`src/rtl/tpg_pkg.sv`:
```
// Shared definitions for the pixel test-pattern generator.
//   tpg_mode_e   : pattern select codes carried on the 3-bit mode input
//   rgb_t        : on/off colour (one flag per channel, expanded to full scale later)
//   decode_mode  : maps a raw mode code to a pattern; unused codes fall back to bars
//   bar_colour   : colour-bar table, left to right
package tpg_pkg;

    typedef enum logic [2:0] {
        TPG_BARS  = 3'd0,
        TPG_GRID  = 3'd1,
        TPG_CHECK = 3'd2,
        TPG_CELL  = 3'd3,
        TPG_GRAD  = 3'd4,
        TPG_BOX   = 3'd5
    } tpg_mode_e;

    typedef struct packed {
        logic r;
        logic g;
        logic b;
    } rgb_t;

    function automatic tpg_mode_e decode_mode(input logic [2:0] code);
        case (code)
            3'd1:    return TPG_GRID;
            3'd2:    return TPG_CHECK;
            3'd3:    return TPG_CELL;
            3'd4:    return TPG_GRAD;
            3'd5:    return TPG_BOX;
            default: return TPG_BARS;
        endcase
    endfunction

    function automatic rgb_t bar_colour(input logic [2:0] idx);
        case (idx)
            3'd0:    return rgb_t'(3'b111);   // white
            3'd1:    return rgb_t'(3'b110);   // yellow
            3'd2:    return rgb_t'(3'b011);   // cyan
            3'd3:    return rgb_t'(3'b010);   // green
            3'd4:    return rgb_t'(3'b101);   // magenta
            3'd5:    return rgb_t'(3'b100);   // red
            3'd6:    return rgb_t'(3'b001);   // blue
            default: return rgb_t'(3'b000);   // black
        endcase
    endfunction

endpackage

```
`src/rtl/pixel_tpg_param_if.sv`:
```
// Video bus between the timing source and the pattern generator.
//   hcount/vcount/de/hsync_in/vsync_in/mode : timing and pattern select into the generator
//   rgb_r/rgb_g/rgb_b/de_out/hsync_out/vsync_out : pixel data and delay-matched timing out
//   master : timing source / consumer side, slave : pattern generator side
interface pixel_tpg_param_if #(
    parameter int CNT_W = 10,
    parameter int R_W   = 3,
    parameter int G_W   = 3,
    parameter int B_W   = 2
);
    logic [CNT_W-1:0] hcount;
    logic [CNT_W-1:0] vcount;
    logic             de;
    logic             hsync_in;
    logic             vsync_in;
    logic [2:0]       mode;
    logic [R_W-1:0]   rgb_r;
    logic [G_W-1:0]   rgb_g;
    logic [B_W-1:0]   rgb_b;
    logic             de_out;
    logic             hsync_out;
    logic             vsync_out;

    modport master (
        output hcount, vcount, de, hsync_in, vsync_in, mode,
        input  rgb_r, rgb_g, rgb_b, de_out, hsync_out, vsync_out
    );

    modport slave (
        input  hcount, vcount, de, hsync_in, vsync_in, mode,
        output rgb_r, rgb_g, rgb_b, de_out, hsync_out, vsync_out
    );
endinterface

```
`src/rtl/tpg_box_motion.sv`:
```
// Bouncing-box position for the animated pattern.
//   clk_pix, reset : pixel clock, synchronous active-high reset (box to (0,0), moving +x,+y)
//   fs             : frame-start strobe; the box moves one step per frame
//   pos_x, pos_y   : top-left corner to use for the current pixel
module tpg_box_motion #(
    parameter int H_ACTIVE = 640,
    parameter int V_ACTIVE = 480,
    parameter int CNT_W    = 10,
    parameter int BOX_SIZE = 32,
    parameter int BOX_STEP = 2
) (
    input  logic             clk_pix,
    input  logic             reset,
    input  logic             fs,
    output logic [CNT_W-1:0] pos_x,
    output logic [CNT_W-1:0] pos_y
);
    localparam int unsigned AW = CNT_W + 1;
    localparam logic [AW-1:0] X_MAX = AW'(H_ACTIVE - BOX_SIZE);
    localparam logic [AW-1:0] Y_MAX = AW'(V_ACTIVE - BOX_SIZE);
    localparam logic [AW-1:0] STEP  = AW'(BOX_STEP);

    logic [CNT_W-1:0] bx, by;
    logic             x_neg, y_neg;
    logic [AW-1:0]    nx, ny;
    logic             x_flip, y_flip;

    // One spare bit so a step below zero shows up as MSB set rather than wrapping.
    // Touching an edge clamps and reverses in the same frame.
    always_comb begin
        nx     = '0;
        x_flip = 1'b0;
        if (!x_neg) begin
            nx     = {1'b0, bx} + STEP;
            x_flip = (nx >= X_MAX);
            if (x_flip) nx = X_MAX;
        end else begin
            nx     = {1'b0, bx} - STEP;
            x_flip = nx[AW-1] || (nx == '0);
            if (x_flip) nx = '0;
        end
    end

    always_comb begin
        ny     = '0;
        y_flip = 1'b0;
        if (!y_neg) begin
            ny     = {1'b0, by} + STEP;
            y_flip = (ny >= Y_MAX);
            if (y_flip) ny = Y_MAX;
        end else begin
            ny     = {1'b0, by} - STEP;
            y_flip = ny[AW-1] || (ny == '0);
            if (y_flip) ny = '0;
        end
    end

    always_ff @(posedge clk_pix) begin
        if (reset) begin
            bx    <= '0;
            by    <= '0;
            x_neg <= 1'b0;
            y_neg <= 1'b0;
        end else if (fs) begin
            bx    <= nx[CNT_W-1:0];
            by    <= ny[CNT_W-1:0];
            x_neg <= x_neg ^ x_flip;
            y_neg <= y_neg ^ y_flip;
        end
    end

    // The first pixel of a frame already sees the new position, so the frame never tears.
    assign pos_x = fs ? nx[CNT_W-1:0] : bx;
    assign pos_y = fs ? ny[CNT_W-1:0] : by;
endmodule

```
`src/rtl/pixel_tpg_param.sv`:
```
// Parametrised test-pattern generator placed after the VGA timing generator.
//   clk_pix : pixel clock
//   reset   : synchronous, active-high
//   bus     : slave side of pixel_tpg_param_if; timing + mode in, RGB + timing out
// Two-stage pipeline: stage 1 picks a colour class, stage 2 expands it to RGB and
// blanks outside the active area. All outputs lag the inputs by two clocks.
module pixel_tpg_param
    import tpg_pkg::*;
#(
    parameter int H_ACTIVE = 640,
    parameter int V_ACTIVE = 480,
    parameter int CNT_W    = 10,
    parameter int R_W      = 3,
    parameter int G_W      = 3,
    parameter int B_W      = 2,
    parameter int GRID_LG2 = 5,
    parameter int CHK_LG2  = 4,
    parameter int CELL_W   = 8,
    parameter int CELL_H   = 16,
    parameter int BOX_SIZE = 32,
    parameter int BOX_STEP = 2
) (
    input  logic               clk_pix,
    input  logic               reset,
    pixel_tpg_param_if.slave   bus
);
    localparam int unsigned AW = CNT_W + 1;
    localparam logic [CNT_W-1:0] BAR_LAST  = CNT_W'(H_ACTIVE / 8 - 1);
    localparam logic [CNT_W-1:0] CELL_LX   = CNT_W'(CELL_W - 1);
    localparam logic [CNT_W-1:0] CELL_LY   = CNT_W'(CELL_H - 1);
    localparam logic [CNT_W-1:0] X_LAST    = CNT_W'(H_ACTIVE - 1);
    localparam logic [CNT_W-1:0] Y_LAST    = CNT_W'(V_ACTIVE - 1);
    localparam logic [AW-1:0]    BOX_EXT   = AW'(BOX_SIZE);
    localparam logic [G_W-1:0]   G_DIM     = G_W'(1 << (G_W - 1));
    localparam logic [B_W-1:0]   B_DIM     = B_W'(1 << (B_W - 1));

    logic [CNT_W-1:0] h, v;
    logic             de_q, fs, line_end;
    logic [2:0]       mode_q;
    tpg_mode_e        pat;
    logic [CNT_W-1:0] bar_cnt, cx, cy, cy_cur;
    logic [2:0]       bar_idx;
    logic [CNT_W-1:0] box_x, box_y;
    logic             in_box;

    // stage 1 decisions
    rgb_t             col;
    logic             dim_g, dim_b, grad;
    // stage 1 registers
    rgb_t             s1_col;
    logic             s1_dim_g, s1_dim_b, s1_grad, s1_de, s1_hs, s1_vs;
    logic [R_W-1:0]   s1_gr;
    logic [G_W-1:0]   s1_gg;
    // stage 2 registers
    logic [R_W-1:0]   r_q;
    logic [G_W-1:0]   g_q;
    logic [B_W-1:0]   b_q;
    logic             de_o, hs_o, vs_o;

    assign h        = bus.hcount;
    assign v        = bus.vcount;
    assign fs       = bus.de && !de_q && (v == '0);
    assign line_end = de_q && !bus.de;
    // The frame-start pixel already uses the newly selected mode and cell row 0.
    assign pat      = decode_mode(fs ? bus.mode : mode_q);
    assign cy_cur   = fs ? '0 : cy;

    tpg_box_motion #(
        .H_ACTIVE (H_ACTIVE),
        .V_ACTIVE (V_ACTIVE),
        .CNT_W    (CNT_W),
        .BOX_SIZE (BOX_SIZE),
        .BOX_STEP (BOX_STEP)
    ) u_box (
        .clk_pix (clk_pix),
        .reset   (reset),
        .fs      (fs),
        .pos_x   (box_x),
        .pos_y   (box_y)
    );

    // Bar and cell column positions come from run counters instead of dividing hcount.
    always_ff @(posedge clk_pix) begin
        if (reset) begin
            de_q    <= 1'b0;
            mode_q  <= '0;
            bar_cnt <= '0;
            bar_idx <= '0;
            cx      <= '0;
            cy      <= '0;
        end else begin
            de_q <= bus.de;
            if (fs) mode_q <= bus.mode;
            if (!bus.de) begin
                bar_cnt <= '0;
                bar_idx <= '0;
                cx      <= '0;
            end else begin
                if (bar_cnt == BAR_LAST) begin
                    bar_cnt <= '0;
                    bar_idx <= bar_idx + 3'd1;
                end else begin
                    bar_cnt <= bar_cnt + CNT_W'(1);
                end
                cx <= (cx == CELL_LX) ? '0 : cx + CNT_W'(1);
            end
            if (fs)            cy <= '0;
            else if (line_end) cy <= (cy == CELL_LY) ? '0 : cy + CNT_W'(1);
        end
    end

    assign in_box = ({1'b0, h} >= {1'b0, box_x}) && ({1'b0, h} < {1'b0, box_x} + BOX_EXT) &&
                    ({1'b0, v} >= {1'b0, box_y}) && ({1'b0, v} < {1'b0, box_y} + BOX_EXT);

    always_comb begin
        col   = '0;
        dim_g = 1'b0;
        dim_b = 1'b0;
        grad  = 1'b0;
        case (pat)
            TPG_BARS:  col = bar_colour(bar_idx);
            TPG_GRID:  if (h[GRID_LG2-1:0] == '0 || v[GRID_LG2-1:0] == '0 ||
                           h == X_LAST || v == Y_LAST) col = '1;
            TPG_CHECK: if (h[CHK_LG2] ^ v[CHK_LG2]) col = '1;
            TPG_CELL: begin
                if (cx == '0 && cy_cur == '0)      col   = rgb_t'(3'b100);
                else if (cx == '0 || cy_cur == '0) dim_g = 1'b1;
            end
            TPG_GRAD:  grad = 1'b1;
            TPG_BOX: begin
                if (in_box) col   = '1;
                else        dim_b = 1'b1;
            end
            default:   col = '0;
        endcase
    end

    always_ff @(posedge clk_pix) begin
        if (reset) begin
            s1_col   <= '0;
            s1_dim_g <= 1'b0;
            s1_dim_b <= 1'b0;
            s1_grad  <= 1'b0;
            s1_gr    <= '0;
            s1_gg    <= '0;
            s1_de    <= 1'b0;
            s1_hs    <= 1'b0;
            s1_vs    <= 1'b0;
            r_q      <= '0;
            g_q      <= '0;
            b_q      <= '0;
            de_o     <= 1'b0;
            hs_o     <= 1'b0;
            vs_o     <= 1'b0;
        end else begin
            s1_col   <= col;
            s1_dim_g <= dim_g;
            s1_dim_b <= dim_b;
            s1_grad  <= grad;
            s1_gr    <= h[CNT_W-1 -: R_W];
            s1_gg    <= v[CNT_W-1 -: G_W];
            s1_de    <= bus.de;
            s1_hs    <= bus.hsync_in;
            s1_vs    <= bus.vsync_in;

            de_o <= s1_de;
            hs_o <= s1_hs;
            vs_o <= s1_vs;
            if (!s1_de) begin
                r_q <= '0;
                g_q <= '0;
                b_q <= '0;
            end else if (s1_grad) begin
                r_q <= s1_gr;
                g_q <= s1_gg;
                b_q <= '0;
            end else begin
                r_q <= {R_W{s1_col.r}};
                g_q <= s1_dim_g ? G_DIM : {G_W{s1_col.g}};
                b_q <= s1_dim_b ? B_DIM : {B_W{s1_col.b}};
            end
        end
    end

    assign bus.rgb_r     = r_q;
    assign bus.rgb_g     = g_q;
    assign bus.rgb_b     = b_q;
    assign bus.de_out    = de_o;
    assign bus.hsync_out = hs_o;
    assign bus.vsync_out = vs_o;
endmodule
```
`src/flat_wrapper.sv`:
```
// flat-port wrapper written by rule: the top's interface ports become plain ports
module pixel_tpg_param_flat import tpg_pkg::*;
#(
    parameter int H_ACTIVE = 640,
    parameter int V_ACTIVE = 480,
    parameter int CNT_W    = 10,
    parameter int R_W      = 3,
    parameter int G_W      = 3,
    parameter int B_W      = 2,
    parameter int GRID_LG2 = 5,
    parameter int CHK_LG2  = 4,
    parameter int CELL_W   = 8,
    parameter int CELL_H   = 16,
    parameter int BOX_SIZE = 32,
    parameter int BOX_STEP = 2
)
  (clk_pix, reset, bus_hcount, bus_vcount, bus_de, bus_hsync_in, bus_vsync_in, bus_mode, bus_rgb_r, bus_rgb_g, bus_rgb_b, bus_de_out, bus_hsync_out, bus_vsync_out);
  pixel_tpg_param_if #(.CNT_W(CNT_W), .R_W(R_W), .G_W(G_W), .B_W(B_W)) bus_i ();
  input  logic clk_pix;
  input  logic reset;
  input wire logic [$bits(bus_i.hcount)-1:0] bus_hcount;
  input wire logic [$bits(bus_i.vcount)-1:0] bus_vcount;
  input wire logic [$bits(bus_i.de)-1:0] bus_de;
  input wire logic [$bits(bus_i.hsync_in)-1:0] bus_hsync_in;
  input wire logic [$bits(bus_i.vsync_in)-1:0] bus_vsync_in;
  input wire logic [$bits(bus_i.mode)-1:0] bus_mode;
  output wire logic [$bits(bus_i.rgb_r)-1:0] bus_rgb_r;
  output wire logic [$bits(bus_i.rgb_g)-1:0] bus_rgb_g;
  output wire logic [$bits(bus_i.rgb_b)-1:0] bus_rgb_b;
  output wire logic [$bits(bus_i.de_out)-1:0] bus_de_out;
  output wire logic [$bits(bus_i.hsync_out)-1:0] bus_hsync_out;
  output wire logic [$bits(bus_i.vsync_out)-1:0] bus_vsync_out;
  assign bus_i.hcount = bus_hcount;
  assign bus_i.vcount = bus_vcount;
  assign bus_i.de = bus_de;
  assign bus_i.hsync_in = bus_hsync_in;
  assign bus_i.vsync_in = bus_vsync_in;
  assign bus_i.mode = bus_mode;
  assign bus_rgb_r = bus_i.rgb_r;
  assign bus_rgb_g = bus_i.rgb_g;
  assign bus_rgb_b = bus_i.rgb_b;
  assign bus_de_out = bus_i.de_out;
  assign bus_hsync_out = bus_i.hsync_out;
  assign bus_vsync_out = bus_i.vsync_out;
  pixel_tpg_param #(.H_ACTIVE(H_ACTIVE), .V_ACTIVE(V_ACTIVE), .CNT_W(CNT_W), .R_W(R_W), .G_W(G_W), .B_W(B_W), .GRID_LG2(GRID_LG2), .CHK_LG2(CHK_LG2), .CELL_W(CELL_W), .CELL_H(CELL_H), .BOX_SIZE(BOX_SIZE), .BOX_STEP(BOX_STEP)) u_core (.clk_pix(clk_pix), .reset(reset), .bus(bus_i));
endmodule
```
`config.mk`:
```
export PLATFORM = sky130hd
export DESIGN_NAME = pixel_tpg_param_flat
export DESIGN_NICKNAME = d
export VERILOG_FILES = /design/src/rtl/tpg_pkg.sv /design/src/rtl/pixel_tpg_param_if.sv /design/src/rtl/tpg_box_motion.sv /design/src/rtl/pixel_tpg_param.sv /design/src/flat_wrapper.sv
export SDC_FILE = /design/constraint.sdc
export NUM_CORES = 1
export LEC_CHECK = 0
export ABC_AREA = 1
export CAP_MARGIN = 40
export CORE_MARGIN = 2
export CORE_UTILIZATION = 30
export CTS_BUF_LIST = sky130_fd_sc_hd__clkbuf_2 sky130_fd_sc_hd__clkbuf_4 sky130_fd_sc_hd__clkbuf_8
export CTS_CLUSTER_DIAMETER = 30
export CTS_CLUSTER_SIZE = 14
export DETAILED_ROUTE_END_ITERATION = 16
export DONT_BUFFER_PORTS = 1
export GPL_ROUTABILITY_DRIVEN = 0
export PLACE_DENSITY = 0.51
export SYNTH_ARGS = -nofsm -noshare
export SYNTH_HDL_FRONTEND = slang
export SYNTH_HIERARCHICAL = 1
export SYNTH_SLANG_ARGS = --single-unit
```
`constraint.sdc`:
```
create_clock -name clk_pix -period 3 [get_ports clk_pix]
set_input_delay 0.3 -clock clk_pix [delete_from_list [all_inputs] [get_ports clk_pix]]
set_output_delay 0.3 -clock clk_pix [all_outputs]
set_load 0.05 [all_outputs]
```
-- Word-level counts from Yosys, hierarchy flattened
Cells that the tools add are included.
- $add $sub $neg: 10
- order comparisons: 6
- equal/unequal tests: 21
- muxes and demuxes: 27
- bitwise operators: 7
- reduce and logical (&&, ||, !) cells: 33
- operators by type and width (operator ; number):
    $mux W10 ; 10
    $add A10 B1 Y10 const B ; 3
    $logic_not A10 Y1 ; 3
    $pmux W3 S5 ; 2
    $mux W3 ; 8
    $add A10 B2 Y11 const B ; 2
    $add A10 B6 Y11 const B ; 2
    $logic_not A11 Y1 ; 2
    $lt A10 B11 Y1 ; 2
    $sub A10 B2 Y11 const B ; 2
    $eq A3 B3 Y1 const B ; 7
    $pmux W3 S7 ; 1
    $ge A10 B10 Y1 ; 2
    $eq A3 B2 Y1 const B ; 6
    $reduce_or A3 Y1 ; 4
    $ge A11 B10 Y1 const B ; 1
    $ge A11 B9 Y1 const B ; 1
    $eq A10 B10 Y1 const B ; 1
    $eq A10 B3 Y1 const B ; 1
    $eq A10 B4 Y1 const B ; 1
    $eq A10 B7 Y1 const B ; 1
    $eq A10 B9 Y1 const B ; 1
    $logic_not A5 Y1 ; 2
    $eq A3 B1 Y1 const B ; 3
    11 further kinds ; 36
- register bits after elaboration: 84
- input port bits: 28
- output and inout port bits: 11
- word-level logic and storage cells: 131

-- Longest topological paths before layout
- depth in word-level cells: 13
- mapped depth: 29
- gate-level depth less buffers: 29

-- Hierarchy
The synthesis kept the hierarchy.
- modules (own cells, without submodules) (module ; times used ; cells each ; area an instance (um2) ; sequential area each (um2)):
    pixel_tpg_param ; 1 ; 516 ; 3731.1 ; 1241.2
    tpg_box_motion ; 1 ; 342 ; 2000.7 ; 440.4

-- Worst setup path before layout
Ideal clock, no wire load.
- kind: register to register
- from: register u_core.u_box.bx[1]
- to: register u_core/s1_col[2] (netlist name)
- library setup time: 65 ps
- arrival time: 3115 ps
- data required time: 2935 ps
- path slack: -180 ps
- stages on the path, launching flop included: 27
- path buffers: 0
- period minus slack after synthesis: 3180 ps
- path through: dfxtp_1 -> inv_2 -> ha_1 -> nand2_1 -> nor4_1 -> nand3_2 -> nand3_4 -> inv_2 -> nand2_1 -> nand2_1 -> nand2_1 -> inv_1 -> ha_1 -> nand3_1 -> xor2_1 -> ha_1 -> nand2_1 -> inv_1 -> o21ai_0 -> nand2_1 -> inv_1 -> nand3_1 -> nor2_1 -> nand3_2 -> nand2_1 -> nor2_1 -> nor2_1
- cells in the longest elaborated chain, start to end: 13
- elaborated cells on any way between the ends: 17
- classes of those cells: add/sub: 3; order compare: 3; mux: 6; reduce/logical: 5
- ends and longest elaborated chain (item ; RTL line ; RTL):
    from (decl) ; tpg_box_motion.sv:23 ; logic [CNT_W-1:0] bx, by;
    from (signal assigned) ; tpg_box_motion.sv:65 ; bx <= nx[CNT_W-1:0];
    parallel branches: the longest is 4 deep, another holds $add A10 B2 Y11 ; -- ;
    $mux W10 * ; tpg_box_motion.sv:33 ; if (!x_neg) begin
    $mux W10 * ; -- ;
    via u_core.box_x[5] ; pixel_tpg_param.sv:43 ; logic [CNT_W-1:0] box_x, box_y;
    $add A10 B6 Y11 ; pixel_tpg_param.sv:112 ; assign in_box = ({1'b0, h} >= {1'b0, box_x}) && ({1'b0, h} < {1'b0, box_x} + BOX_EXT) &&
    $lt A10 B11 Y1 ; pixel_tpg_param.sv:112 ;
    $logic_and A1 B1 Y1 * (2 in a row) ; pixel_tpg_param.sv:112 ;
    $logic_and A1 B1 Y1 * ; pixel_tpg_param.sv:113 ; ({1'b0, v} >= {1'b0, box_y}) && ({1'b0, v} < {1'b0, box_y} + BOX_EXT);
    $mux W3 * ; pixel_tpg_param.sv:131 ; if (in_box) col = '1;
    $pmux W3 S5 * ; pixel_tpg_param.sv:120 ; case (pat)
    to (signal assigned) ; pixel_tpg_param.sv:156 ; s1_col <= col;
    to (decl) ; pixel_tpg_param.sv:50 ; rgb_t s1_col;
Mark *: on every way through the listed nets, which the timed path passes.
A chain may end at the register's enable or synchronous reset.

-- Worst setup path in the final report
- from: register u_core.u_box.by[2]
- to: register u_core/s1_col[2] (netlist name)
- cells in the longest elaborated chain, start to end: 11
- elaborated cells on any way between the ends: 16
- classes of those cells: add/sub: 3; order compare: 3; mux: 6; reduce/logical: 4
- ends and longest elaborated chain (item ; RTL line ; RTL):
    from (decl) ; tpg_box_motion.sv:23 ;
    from (signal assigned) ; tpg_box_motion.sv:66 ; by <= ny[CNT_W-1:0];
    parallel branches: the longest is 4 deep, another holds $add A10 B2 Y11 ; -- ;
    $mux W10 * ; tpg_box_motion.sv:47 ; if (!y_neg) begin
    $mux W10 * ; -- ;
    via u_core.box_y[5] ; pixel_tpg_param.sv:43 ;
    $add A10 B6 Y11 or $ge A10 B10 Y1 (tied branches) ; pixel_tpg_param.sv:113 ;
    $lt A10 B11 Y1 or $logic_and A1 B1 Y1 (tied branches) ; pixel_tpg_param.sv:113, pixel_tpg_param.sv:112 ;
    $logic_and A1 B1 Y1 * ; pixel_tpg_param.sv:113 ;
    $mux W3 * ; pixel_tpg_param.sv:131 ;
    $pmux W3 S5 * ; pixel_tpg_param.sv:120 ;
Marks and branches as above.

==> impl_results.md <==
- Worst slew pin tran: roughly 0.48 ns
- Placed inst area: 6754 um2
- Seq. cell area: 1702 um2
- CTS buffer count: 9
- Required @ worst endpoint: between 3 and 4 ns
- Setup repair after global routing missed its margin: yes
- Synth top area share: 0.2934
- Final setup skew: roughly 0.016 ns
- Clk buf depth: 2
- Max_cap viols: 0
- CP Max Fanout: 5
- Total number of vias: 5,636
- Sequential-to-total area share from yosys stat: 0.2934
- H-tree levels: 3
- DRT Wirelength: 15.44 mm
- Status: complete, but fails checks
- Cts hold-fix bufs: 32
- Pleak: 0.003695 uW
- Post-Syn Instances: 858
- Drt first pass iters: 5
- Syn-to-layout area delta: 33.94%
- Initial antenna violation count: 0
- Avg Inst Size Synth: approximately 6.7 um2
- Setup violators final: 4
- Yosys warns: 6
- Nets: 1,068
- # clock sinks: between 80 and 90
- Fin cells: 1,234
- Worst vdd rail ir drop: 0.1550 mV
- Synth top area cells: dfxtp_1 29%, nand2_1 12%, ha_1 9.8%
- Share of cells above drive strength 1: 0.2720
- First-pass GRT wire length: roughly 26 mm
- CP endpoint kind: flop
- Synth cell types: approximately 40
- Detailed-route wire length per cell: 12.51 um
- CP Data Arrival Time: 3.59 ns
- Initial Util: 0.3064
- Failing checks: hold timing, setup timing
- Top cell type by total area after synthesis: dfxtp_1
- Post-place setup slack: -0.2718 ns
- Vias in the first global route: 5,322
- Final Slew Violations: 0
- Drt drc: 0
- # diodes: 0
- Post-layout min period: 3.295 ns
- Post-DRT Antenna Nets: 0
- Register bit total from synthesis: 84
- IO Count: 39
- Peak Freq: between 300 and 400 MHz
- Synthesized area: 5732 um2
- PD cells: between 200 and 300 nW/um2
- Grt ovf: 0
- 1st-iter DRT viols: 237
- Worst hold slack: -0.01497 ns
- DIE HEIGHT: between 100 and 150 um
- Placed cells: 1,178
- Multi-input logic area: 3786 um2
- CTS Root Cell: clkbuf_8
- Post-Synthesis Net Count: 931
- Fin area: 7677 um2
- Fin. Hold Viols: 1
- Kind of critical path: reg2reg
- Pwr Total: 2188 uW
- Clock transition at the registers of the reported paths: approximately 0.1 ns
- Core area: between 15,000 and 20,000 um2
- Die Span X: 142.2 um
- Startpoint Class: flop
- Die area: 20,230 um2
- Total global-route track usage: 0.1601
- Row Count: 50
- Port-buffer cells: 0
- Worst setup margin: -0.2952 ns
- Worst min path class: in2reg
- Fin crit share: 1.098
- Fillers: 1,971
- Largest net degree at the start of global routing: 40
- CTS tree: done
- Skew-Pair Late Insertion Delay: 0.39 ns
- Vias/cell: approximately 4.6
- Slew margin rel.: 0.6804
- DPL Wire Length: 11.71 mm
## power by group
group | internal, uW | leakage [uW] | switching [uW]
logic | 76.4 | 0.00290 | 89.8
clock network | 419 | 0.000104 | 452
registers | 1130 | 0.000687 | 23.5
total | 1620 | 0.00370 | 565
## final timing paths
| kind | startpoint | depth (start not counted) | slack [ns] | to |
|---|---|---|---|---|
| setup / recovery | u_core/u_box/by[2]$_SDFF_PP0_ | 24 | -0.30 | u_core/s1_col[2]$_SDFF_PP0_ |
| hold / removal | reset | 1 | -0.01 | u_core/s1_col[2]$_SDFF_PP0_ |
| setup reg to reg | u_core/u_box/by[2]$_SDFF_PP0_ | 24 | -0.30 | u_core/s1_col[2]$_SDFF_PP0_ |
| hold reg to reg | u_core/s1_gg[0]$_SDFF_PP0_ | 2 | 0.45 | u_core/bus.rgb_g[0]$_SDFF_PP0_ |
## final cells by class
cell class / count / share of cell area
multi-input cells: 614 / 0.4932
flip-flops and latches: 84 / 0.2216
repair buffers: 138 / 0.1473
well taps: 234 / 0.03814
clock buffers: 11 / 0.01890
inverters: 148 / 0.07334
clock inverters: 5 / 0.007497
## through the flow
step / TNS, ns / utilization
4_1_cts: -0.6895 / 0.3965
3_5_place_dp: -1.022 / 0.3611
2_1_floorplan: 0 / -
5_1_grt: -1.984 / 0.4104
6_report: -0.9321 / 0.4104
3_3_place_gp: -0.8559 / 0.3611
## repair_timing
| action | CTS | global route |
|---|---|---|
| buffers inserted | 5 | 5 |
| setup endpoints to repair | 4 | 4 |
| endpoints found under the hold margin | 33 | 1 |
| gates resized for setup | 34 | 59 |
| pin swaps | 13 | 36 |
## cells in the mapped netlist, drive strengths merged
library cell  count
nand2           207
inv             148
nor2            131
dfxtp            84
nand3            65
ha               45
a21oi            42
o21ai            23
nand4            21
nor3             21
xor2             20
nor3b             8
clkbuf            7
or2               6
buf               5
nor4              5
and3              4
a31oi             3
o211ai            3
xnor2             3
nand3b            2
o21bai            2
a211oi            1
a21o              1
o21a              1
## routing by layer
| metal | vias up | track usage | wire (um) |
|---|---|---|---|
| met5 | - | 0 | 0 |
| met4 | 0 | 0.05526 | 240 |
| met3 | 18 | 0.03062 | 616 |
| met2 | 111 | 0.2677 | 7202 |
| met1 | 2521 | 0.2062 | 7376 |
| li1 | 2986 | - | - |
## state kept, by name (all words and copies together), names as in the netlist, 10 cells and up
name,cells
u_core/u_box/by,10
u_core/u_box/bx,10
u_core/cy,10
u_core/cx,10
u_core/bar_cnt,10
## layout by cell type, fill, tap and decap left out, types with 4 or more instances in the layout
| cell | synthesis | final |
|---|---|---|
| inv_1 | 143 | 129 |
| o21ai_0 | 12 | 10 |
| ha_1 | 45 | 35 |
| ha_4 | 0 | 8 |
| buf_4 | 0 | 102 |
| inv_2 | 4 | 16 |
| o21ai_2 | 9 | 12 |
| nand2_2 | 12 | 22 |
| nand4_1 | 21 | 21 |
| nor2_4 | 7 | 14 |
| nor3b_1 | 8 | 8 |
| or2_2 | 5 | 4 |
| nor3_1 | 21 | 18 |
| xor2_1 | 20 | 18 |
| dfxtp_2 | 0 | 4 |
| dlygate4sd3_1 | 0 | 32 |
| a21oi_1 | 41 | 36 |
| nand2_4 | 7 | 8 |
| and3_1 | 4 | 4 |
| dfxtp_4 | 0 | 4 |
| a21oi_2 | 1 | 6 |
| nand3_1 | 59 | 47 |
| nor2_2 | 7 | 19 |
| nor2_1 | 116 | 97 |
| buf_6 | 2 | 4 |
| nand3_2 | 5 | 16 |
| inv_4 | 1 | 4 |
| nand2_1 | 188 | 177 |
| clkbuf_8 | 0 | 10 |
| dfxtp_1 | 84 | 76 |
## critical path, stage by stage, from the launching register on
cell and delay, ns:
dfxtp_4 0.41, inv_4 0.04, ha_4 0.25, nand4_1 0.07, nor2_1 0.13, nand3_1 0.11, nor2_1 0.12, nand3_1 0.09
nand2_2 0.15, nor2_2 0.05, o21ai_2 0.18, inv_2 0.07, ha_4 0.26, inv_2 0.04, ha_4 0.26, inv_2 0.02
or2_4 0.24, nor2_4 0.07, nand4_1 0.08, nor2_1 0.15, nor2_2 0.07, nand3_2 0.10, nand2_2 0.06, nor2_2 0.11
nor2_1 0.04
## cells by family after synthesis
family / Yosys count / share of synthesized area
XOR/XNOR: 23 / 0.03515
AND/OR/NAND/NOR: 470 / 0.3879
adder cells (fa/ha/maj): 45 / 0.09823
buffers and inverters: 160 / 0.1083
flip-flops: 84 / 0.2934
AO/OA/AOI/OAI: 76 / 0.07706
Power figures use the tool's default switching activity.
